==> config.mk <==
export PLATFORM = sky130hd
export DESIGN_NAME = mii_cmd_rx
export DESIGN_NICKNAME = d
export VERILOG_FILES = /design/src/rtl/mii_pkg.sv /design/src/rtl/mii_crc32.sv /design/src/rtl/mii_cmd_rx.sv
export SDC_FILE = /design/constraint.sdc
export NUM_CORES = 1
export LEC_CHECK = 0
export CORE_MARGIN = 2
export CORE_UTILIZATION = 25
export DETAILED_ROUTE_END_ITERATION = 16
export GPL_TIMING_DRIVEN = 0
export HOLD_SLACK_MARGIN = 0.03
export PLACE_DENSITY = 0.43
export SETUP_SLACK_MARGIN = 0.3
export SYNTH_ARGS = -nofsm -noshare
export SYNTH_HDL_FRONTEND = slang
export SYNTH_HIERARCHICAL = 1
export SYNTH_SLANG_ARGS = --single-unit
==> constraint.sdc <==
create_clock -name clk -period 2.37 [get_ports clk]
set_input_delay 0.237 -clock clk [delete_from_list [all_inputs] [get_ports clk]]
set_output_delay 0.237 -clock clk [all_outputs]
set_load 0.01 [all_outputs]
==> src/rtl/mii_pkg.sv <==
// Shared constants and types for the MII command receive path.
package mii_pkg;

  localparam logic [31:0] CRC_POLY    = 32'hedb88320;
  localparam logic [31:0] CRC_RESIDUE = 32'hdebb20e3;
  localparam logic [31:0] CRC_INIT    = 32'hffffffff;

  localparam logic [11:0] MIN_NIBBLES = 12'd128;
  localparam logic [11:0] MAX_NIBBLES = 12'd3036;

  typedef enum logic [2:0] {
    WAIT_IDLE = 3'd0,
    IDLE      = 3'd1,
    PRE       = 3'd2,
    BODY      = 3'd3,
    DROP      = 3'd4
  } rx_state_t;

endpackage

==> src/rtl/mii_crc32.sv <==
// Reflected CRC-32 register advancing one nibble (LSB first) per enabled cycle.
module mii_crc32
  import mii_pkg::*;
(
  input  logic        clk,
  input  logic        rst_n,
  input  logic        clear,
  input  logic        enable,
  input  logic [3:0]  data,
  output logic [31:0] crc
);

  function automatic logic [31:0] crc_nibble(input logic [31:0] c, input logic [3:0] d);
    logic [31:0] r;
    logic        fb;
    r = c;
    for (int i = 0; i < 4; i++) begin
      fb = r[0] ^ d[i];
      r  = {1'b0, r[31:1]} ^ (fb ? CRC_POLY : 32'h0);
    end
    return r;
  endfunction

  always_ff @(posedge clk or negedge rst_n) begin
    if (!rst_n) begin
      crc <= CRC_INIT;
    end else if (clear) begin
      crc <= CRC_INIT;
    end else if (enable) begin
      crc <= crc_nibble(crc, data);
    end
  end

endmodule

==> src/rtl/mii_cmd_rx.sv <==
// MII receive deframer: address/type/length/FCS checks and command field capture.
module mii_cmd_rx
  import mii_pkg::*;
#(
  parameter logic [47:0] MAC       = 48'h02_00_00_00_00_01,
  parameter logic [15:0] ETHERTYPE = 16'h5555
) (
  input  logic        clk,
  input  logic        rst_n,
  input  logic [3:0]  mii_D,
  input  logic        mii_DV,
  input  logic        mii_ER,
  output logic [19:0] command,
  output logic [2:0]  opcode,
  output logic [7:0]  seqnum,
  output logic        strobe,
  output logic        tx_strobe,
  output logic [15:0] good_count,
  output logic [15:0] bad_count
);

  rx_state_t   state;
  logic [11:0] nib_cnt;
  logic [3:0]  low_nib;
  logic        seen_pre;
  logic        not_mac;
  logic        not_bcast;
  logic        type_bad;
  logic [7:0]  seq_sh;
  logic [2:0]  op_sh;
  logic [19:0] cmd_sh;
  logic        strobe_d1;
  logic [31:0] crc;

  logic [10:0] byte_idx;
  logic [7:0]  rx_byte;
  logic        byte_done;
  logic        body_nib;
  logic        sfd;
  logic        verdict;
  logic        accept;
  logic        drop_end;
  logic [7:0]  mac_byte;

  assign byte_idx  = nib_cnt[11:1];
  assign byte_done = nib_cnt[0];
  assign rx_byte   = {mii_D, low_nib};
  assign body_nib  = (state == BODY) && mii_DV && !mii_ER;
  assign sfd       = (state == PRE) && mii_DV && !mii_ER && (mii_D == 4'hd) && seen_pre;
  assign verdict   = (state == BODY) && !mii_DV;
  assign drop_end  = (state == DROP) && !mii_DV;
  assign accept    = verdict && !(not_mac && not_bcast) && !type_bad &&
                     (crc == CRC_RESIDUE) && (nib_cnt >= MIN_NIBBLES) &&
                     (nib_cnt <= MAX_NIBBLES) && !nib_cnt[0];

  always_comb begin
    mac_byte = 8'h00;
    case (byte_idx)
      11'd0:   mac_byte = MAC[47:40];
      11'd1:   mac_byte = MAC[39:32];
      11'd2:   mac_byte = MAC[31:24];
      11'd3:   mac_byte = MAC[23:16];
      11'd4:   mac_byte = MAC[15:8];
      11'd5:   mac_byte = MAC[7:0];
      default: mac_byte = 8'h00;
    endcase
  end

  mii_crc32 u_crc (
    .clk    (clk),
    .rst_n  (rst_n),
    .clear  (sfd),
    .enable (body_nib),
    .data   (mii_D),
    .crc    (crc)
  );

  // The nibble sampled while leaving IDLE counts as preamble too.
  always_ff @(posedge clk or negedge rst_n) begin
    if (!rst_n) begin
      state    <= WAIT_IDLE;
      seen_pre <= 1'b0;
    end else begin
      case (state)
        WAIT_IDLE: if (!mii_DV) state <= IDLE;
        IDLE: begin
          if (mii_DV) begin
            state    <= PRE;
            seen_pre <= (mii_D == 4'h5) && !mii_ER;
          end
        end
        PRE: begin
          if (!mii_DV)                 state <= IDLE;
          else if (mii_ER)             state <= DROP;
          else if (mii_D == 4'h5)      seen_pre <= 1'b1;
          else if (sfd)                state <= BODY;
          else                         state <= DROP;
        end
        BODY: begin
          if (!mii_DV)     state <= IDLE;
          else if (mii_ER) state <= DROP;
        end
        DROP:    if (!mii_DV) state <= IDLE;
        default: state <= WAIT_IDLE;
      endcase
    end
  end

  always_ff @(posedge clk or negedge rst_n) begin
    if (!rst_n) begin
      nib_cnt   <= 12'd0;
      low_nib   <= 4'h0;
      not_mac   <= 1'b0;
      not_bcast <= 1'b0;
      type_bad  <= 1'b0;
      seq_sh    <= 8'h00;
      op_sh     <= 3'd0;
      cmd_sh    <= 20'h0;
    end else if (sfd) begin
      nib_cnt   <= 12'd0;
      low_nib   <= 4'h0;
      not_mac   <= 1'b0;
      not_bcast <= 1'b0;
      type_bad  <= 1'b0;
      seq_sh    <= 8'h00;
      op_sh     <= 3'd0;
      cmd_sh    <= 20'h0;
    end else if (body_nib) begin
      if (nib_cnt != 12'hfff) nib_cnt <= nib_cnt + 12'd1;
      if (!byte_done) begin
        low_nib <= mii_D;
      end else begin
        case (byte_idx)
          11'd0, 11'd1, 11'd2, 11'd3, 11'd4, 11'd5: begin
            if (rx_byte != mac_byte) not_mac   <= 1'b1;
            if (rx_byte != 8'hff)    not_bcast <= 1'b1;
          end
          11'd12:  if (rx_byte != ETHERTYPE[15:8]) type_bad <= 1'b1;
          11'd13:  if (rx_byte != ETHERTYPE[7:0])  type_bad <= 1'b1;
          11'd14:  seq_sh <= rx_byte;
          11'd15:  op_sh <= rx_byte[2:0];
          11'd16:  cmd_sh[7:0] <= rx_byte;
          11'd17:  cmd_sh[15:8] <= rx_byte;
          11'd18:  cmd_sh[19:16] <= rx_byte[3:0];
          default: ;
        endcase
      end
    end
  end

  // tx_strobe trails strobe by two flops so the reply starts after data is latched.
  always_ff @(posedge clk or negedge rst_n) begin
    if (!rst_n) begin
      command    <= 20'h0;
      opcode     <= 3'd0;
      seqnum     <= 8'h00;
      strobe     <= 1'b0;
      strobe_d1  <= 1'b0;
      tx_strobe  <= 1'b0;
      good_count <= 16'h0;
      bad_count  <= 16'h0;
    end else begin
      strobe_d1 <= strobe;
      tx_strobe <= strobe_d1;
      if (accept) begin
        command    <= cmd_sh;
        opcode     <= op_sh;
        seqnum     <= seq_sh;
        strobe     <= ~strobe;
        good_count <= good_count + 16'd1;
      end else if (verdict || drop_end) begin
        bad_count  <= bad_count + 16'd1;
      end
    end
  end

endmodule

## After elaboration in Yosys (flattened, before gate mapping)

Cells that the tools add are included.

- Output and inout port bits: 65
- Memories: 0
- Register bits after elaboration: 152
- RAM bits: 0
- Latch bits: 0
- Bits in read-only memories: 0
- Bits of input ports: 8

- Bitwise gates (word level): 10
- $add $sub $neg: 3
- $lt $le $gt $ge: 2
- Divide/modulo/power cells: 0
- Shift-type cells: 0
- Eq/ne operators: 31
- Reduce and logical (&&, ||, !) cells: 54
- $mul: 0
- Multiplexer cells: 56

Operators with widths:

| operator | count |
|---|---|
| two-way mux 32 bit | 6 |
| bitwise XOR 31 x 32 -> 32 bit | 4 |
| two-way mux 20 bit | 3 |
| two-way mux 8 bit | 6 |
| == test 11 x 4 -> 1 bit (second input constant) | 4 |
| two-way mux 12 bit | 3 |
| two-way mux 3 bit | 12 |
| == test 11 x 5 -> 1 bit (second input constant) | 3 |
| adder 16 x 1 -> 16 bit (second input constant) | 2 |
| == test 32 bit (second input constant) | 1 |
| nonzero test 2 bit | 14 |
| == test 11 x 2 -> 1 bit (second input constant) | 2 |
| == test 11 x 3 -> 1 bit (second input constant) | 2 |
| two-way mux 1 bit | 19 |
| logical AND 1 bit | 16 |
| two-way mux 4 bit | 4 |
| AND reduction 4 bit | 4 |
| AND reduction 3 bit | 5 |
| adder 12 x 1 -> 12 bit (second input constant) | 1 |
| >= comparator 12 x 8 -> 1 bit (second input constant) | 1 |
| <= comparator 12 bit (second input constant) | 1 |
| != test 12 bit (second input constant) | 1 |
| one-hot mux 3 bit (4 select lines) | 1 |
| == test 11 x 1 -> 1 bit (second input constant) | 1 |
| other kinds (24) | 40 |

## Depth between registers and ports, before layout

- Word-level depth: 14
- Depth in mapped cells: 11
- Gate-level depth less buffers: 7

## By module

Netlist, hierarchy kept.

Modules (own cells, without submodules):

| module | cells each | times used | seq. area each (µm²) | area an instance (µm²) |
|---|---|---|---|---|
| mii_cmd_rx | 527 | 1 | 3002.9 | 5790.6 |
| mii_crc32 | 155 | 1 | 840.8 | 1750.4 |

## Worst setup path after synthesis

No wires, ideal clock.

- Kind: register to register
- Start: register u_crc.crc[13]
- End: register command[19]
- Arrival: 2.210 ns
- Clock period less this slack: 2.337 ns
- Setup slack: 0.033 ns
- Stages on the path, launching flop included: 7
- Cell sequence: dfstp_2 > or4b_1 > nor4_4 > o211ai_4 > nor2_8 > buf_6 > mux2_1

- Word-level cells in the longest chain between the ends: 5

RTL lines:

| item | line | text |
|---|---|---|
| from (decl) | mii_crc32.sv:10 | `output logic [31:0] crc` |
| from (signal assigned) | mii_crc32.sv:30 | `crc <= crc_nibble(crc, data);` |
| == test 32 bit | mii_cmd_rx.sv:53 | `(crc == CRC_RESIDUE) && (nib_cnt >= MIN_NIBBLES) &&` |
| logical AND 1 bit | mii_cmd_rx.sv:52 | `assign accept = verdict && !(not_mac && not_bcast) && !type_bad &&` |
| logical AND 1 bit (2 in series) | mii_cmd_rx.sv:53 |  |
| logical AND 1 bit | mii_cmd_rx.sv:54 | `(nib_cnt <= MAX_NIBBLES) && !nib_cnt[0];` |
| to (signal assigned) | mii_cmd_rx.sv:166 | `command <= cmd_sh;` |
| to (decl) | mii_cmd_rx.sv:13 | `output logic [19:0] command,` |

Every way passes these cells.
A chain may end at the register's enable or synchronous reset.

## Worst setup path in the final report

- Start: register u_crc.crc[21]
- End: register command[1]

Same word-level chain as after synthesis.

==> impl_metrics.json <==
{
  "hpwlAfterDp_mm": 13.8,
  "ys_seq_area_share_pct": 51.0,
  "num_rows": 63,
  "synth_top_area_share_pct": 39.8,
  "cts_sinks": 152,
  "clockBufferDepth": 2,
  "yosysMostFrequentCell": "dfrtp_1",
  "grt_overflow": 0,
  "peakVddDrop_uv": 410,
  "gpl.final_weighted_congestion": 0.771,
  "max_slew_margin_pct": 51.8,
  "cts_root_buf": "clkbuf_16",
  "setup_violations": 0,
  "powerDensity_mw_per_mm2": 850,
  "drt.antenna.violating_nets": 0,
  "drt_iter0_drc": 350,
  "start_kind": "flip-flop",
  "clk_pin_slew_ns": 0.07,
  "synth_flop_cell": "dfrtp_1",
  "drt-total-wl_mm": 20.6,
  "drive_gt1_share_pct": 30.3,
  "syn_to_final_growth_pct": 39.5,
  "yosys.area.top_type": "dfrtp_1",
  "drc": 0,
  "post-route-util_pct": 35.5,
  "grt_antenna_before_repair": 0,
  "tritoncts": "built",
  "numCtsBuffers": 17,
  "port_buffers": 72,
  "p_comb_share_pct": 28.2,
  "core_area_mm2": 0.0296,
  "avgSynthCellArea_um2": 11.1,
  "tightest_slew_ns": 0.713,
  "multiInputGateArea_mm2": 0.00395,
  "vias_per_cell": 4.61,
  "die-height_um": 178,
  "grt_pass1_vias": 5827,
  "dp_worst_setup_slack_ns": -1.20,
  "hold_viol_final": 0,
  "synth_area_mm2": 0.00754,
  "fin_nets": 825,
  "nFillCells": 3027,
  "place_area_mm2": 0.00891,
  "die_x_um": 178,
  "status": "finished clean",
  "initial_core_util_pct": 25.4,
  "maxSlewViolCount": 0,
  "grt_usage_pct": 13.5,
  "period_share_pct": 99.5,
  "synth.distinct_cells": 77,
  "crit_type": "flip-flop to flip-flop",
  "cap_violations": 0,
  "required_ns": 2.68,
  "min_path_type": "primary input to flip-flop",
  "finalSetupTns_ns": 0,
  "setup_slack_ns": 0.0109,
  "syn_nets": 694,
  "wire_per_inst_um": 16.9,
  "p_int_uw": 5910,
  "insertion_delay_ns": 0.44,
  "cp_max_fo": 5,
  "synth_cells": 682,
  "grt_setup_unrepaired": "true",
  "max_freq_mhz": 424,
  "clock_power_share_pct": 31.4,
  "synth_common_cells": "dfrtp_1 (120), nand3_1 (49), o21ai_0 (43), nand2_1 (37), xor2_1 (37)",
  "p_seq_share_pct": 40.4,
  "worstPathArrival_ns": 2.67,
  "ys_top_cells_by_area": "dfrtp_1 (40%), dfstp_2 (11%), xor2_1 (4.3%)",
  "ys_ff_latch": 152,
  "switching_power_uw": 3030,
  "ios": 73,
  "first_pass_iters": 4,
  "min_period_ns": 2.36,
  "vias": 5605,
  "power_leakage_uw": 0.00459,
  "ys_warn_count": 6,
  "grt_pass1_wl_mm": 33.1,
  "die_area_mm2": 0.0316,
  "antennaDiodeCount": 0,
  "final_area_mm2": 0.0105,
  "fin_skew_ns": 0.0236,
  "crit_path_end_kind": "flip-flop",
  "async_flop_share_pct": 100,
  "grt_start_max_net_pins": 93,
  "swShare_pct": 33.9,
  "area.sequential_mm2": 0.00385,
  "synth_edf_count": 0,
  "h-tree-depth": 4
}
## layout by cell type, fill, tap and decap left out, types with 6 or more instances in the layout
cell type / count
dfstp_2: 32
o21ai_0: 43
xor2_1: 37
a21oi_1: 32
buf_6: 12
dfrtp_1: 116
nor4_4: 8
buf_12: 6
buf_4: 27
nand2_1: 36
o21ai_1: 12
a211oi_4: 7
inv_1: 15
or2_2: 10
xnor2_1: 27
nor2_1: 31
buf_8: 7
clkbuf_8: 6
clkdlybuf4s50_1: 66
and2_1: 8
nand4_1: 21
clkbuf_2: 9
inv_8: 6
nor3_1: 10
clkbuf_16: 18
mux2_4: 32
nand3_1: 48
## through the flow
step	power, µW	hold slack [ns]	instances
5_1_grt	9500	0.308	1216
3_3_place_gp	5990	0.332	1144
2_1_floorplan	5280	-0.0586	682
3_5_place_dp	5990	0.231	1145
6_report	8940	0.273	1216
4_1_cts	8990	0.266	1204
## power by group through the flow
stage                     combinational, µW  clock (µW)  sequential [µW]
after floorplan                        1740           0             3530
after global placement                 2300           0             3690
after detailed placement               2300           0             3680
after CTS                              2470        2910             3620
after global routing                   2790        3030             3670
final                                  2520        2810             3610
## kinds of logic (layout without fill, tap and decap cells)
| group | after synthesis | count (layout) | synth area share (%) |
|---|---|---|---|
| fa+ha+maj | 4 | 4 | 0.664 |
| xor+xnor | 75 | 75 | 10.6 |
| flops | 152 | 152 | 51.0 |
| compound gates | 130 | 130 | 10.9 |
| simple gates | 231 | 231 | 17.8 |
| mux | 37 | 37 | 5.46 |
| buf+inv | 53 | 197 | 3.65 |
## critical path: stages (launching register included)
cell and delay, ns:
dfstp_2 0.58, nand2_1 0.08, or4_1 0.48, or2_1 0.27
buf_8 0.14, nor2_8 0.20, buf_6 0.17, mux2_4 0.30
## worst paths after layout
check	startpoint	slack, ns	to	cells past startpoint
worst min register to register	strobe_d1	0.35	tx_strobe	0
min in group asynchronous	rst_n	0.35	bad_count[9]	2
worst min-delay path	mii_D[3]	0.27	low_nib[3]	3
worst max-delay path	u_crc/crc[21]	0.01	command[1]	7
worst max register to register	u_crc/crc[21]	0.01	command[1]	7
max in group asynchronous	rst_n	1.18	op_sh[0]	3
## state kept, by name, indices dropped and copies added (netlist names)
signal	count
op_sh	3
command	20
seen_pre	1
not_mac	1
strobe	1
state	3
u_crc/crc	32
opcode	3
type_bad	1
low_nib	4
tx_strobe	1
seqnum	8
not_bcast	1
cmd_sh	20
strobe_d1	1
good_count	16
bad_count	16
seq_sh	8
nib_cnt	12
## final cells by class
cell class                 count  area share [%]
buffer                        37            3.63
clock buffer                  17            4.05
clock inverter                15            1.82
inverter                      16           0.619
multi-input combinational    477            37.6
sequential                   152            36.6
tap                          390            4.64
timing repair buffer         112            11.1
## per-layer routing
metal / GRT usage (%) / vias to the layer above / part of all wire (%)
met1: 18.9 / 2798 / 48
li1: - / 2715 / -
met2: 21.4 / 85 / 48
met4: 3.62 / 0 / 0.56
met3: 2.42 / 7 / 2.9
met5: 0 / - / 0
## timing repair
item,4_1_cts,5_1_grt
cloned,2,0
setup buffers,24,12
hold buffers,1,0
pin swaps,19,35
setup endpoints to repair,149,125
gates resized for setup,85,76
endpoints found under the hold margin,39,0
Power figures use the tool's default switching activity.
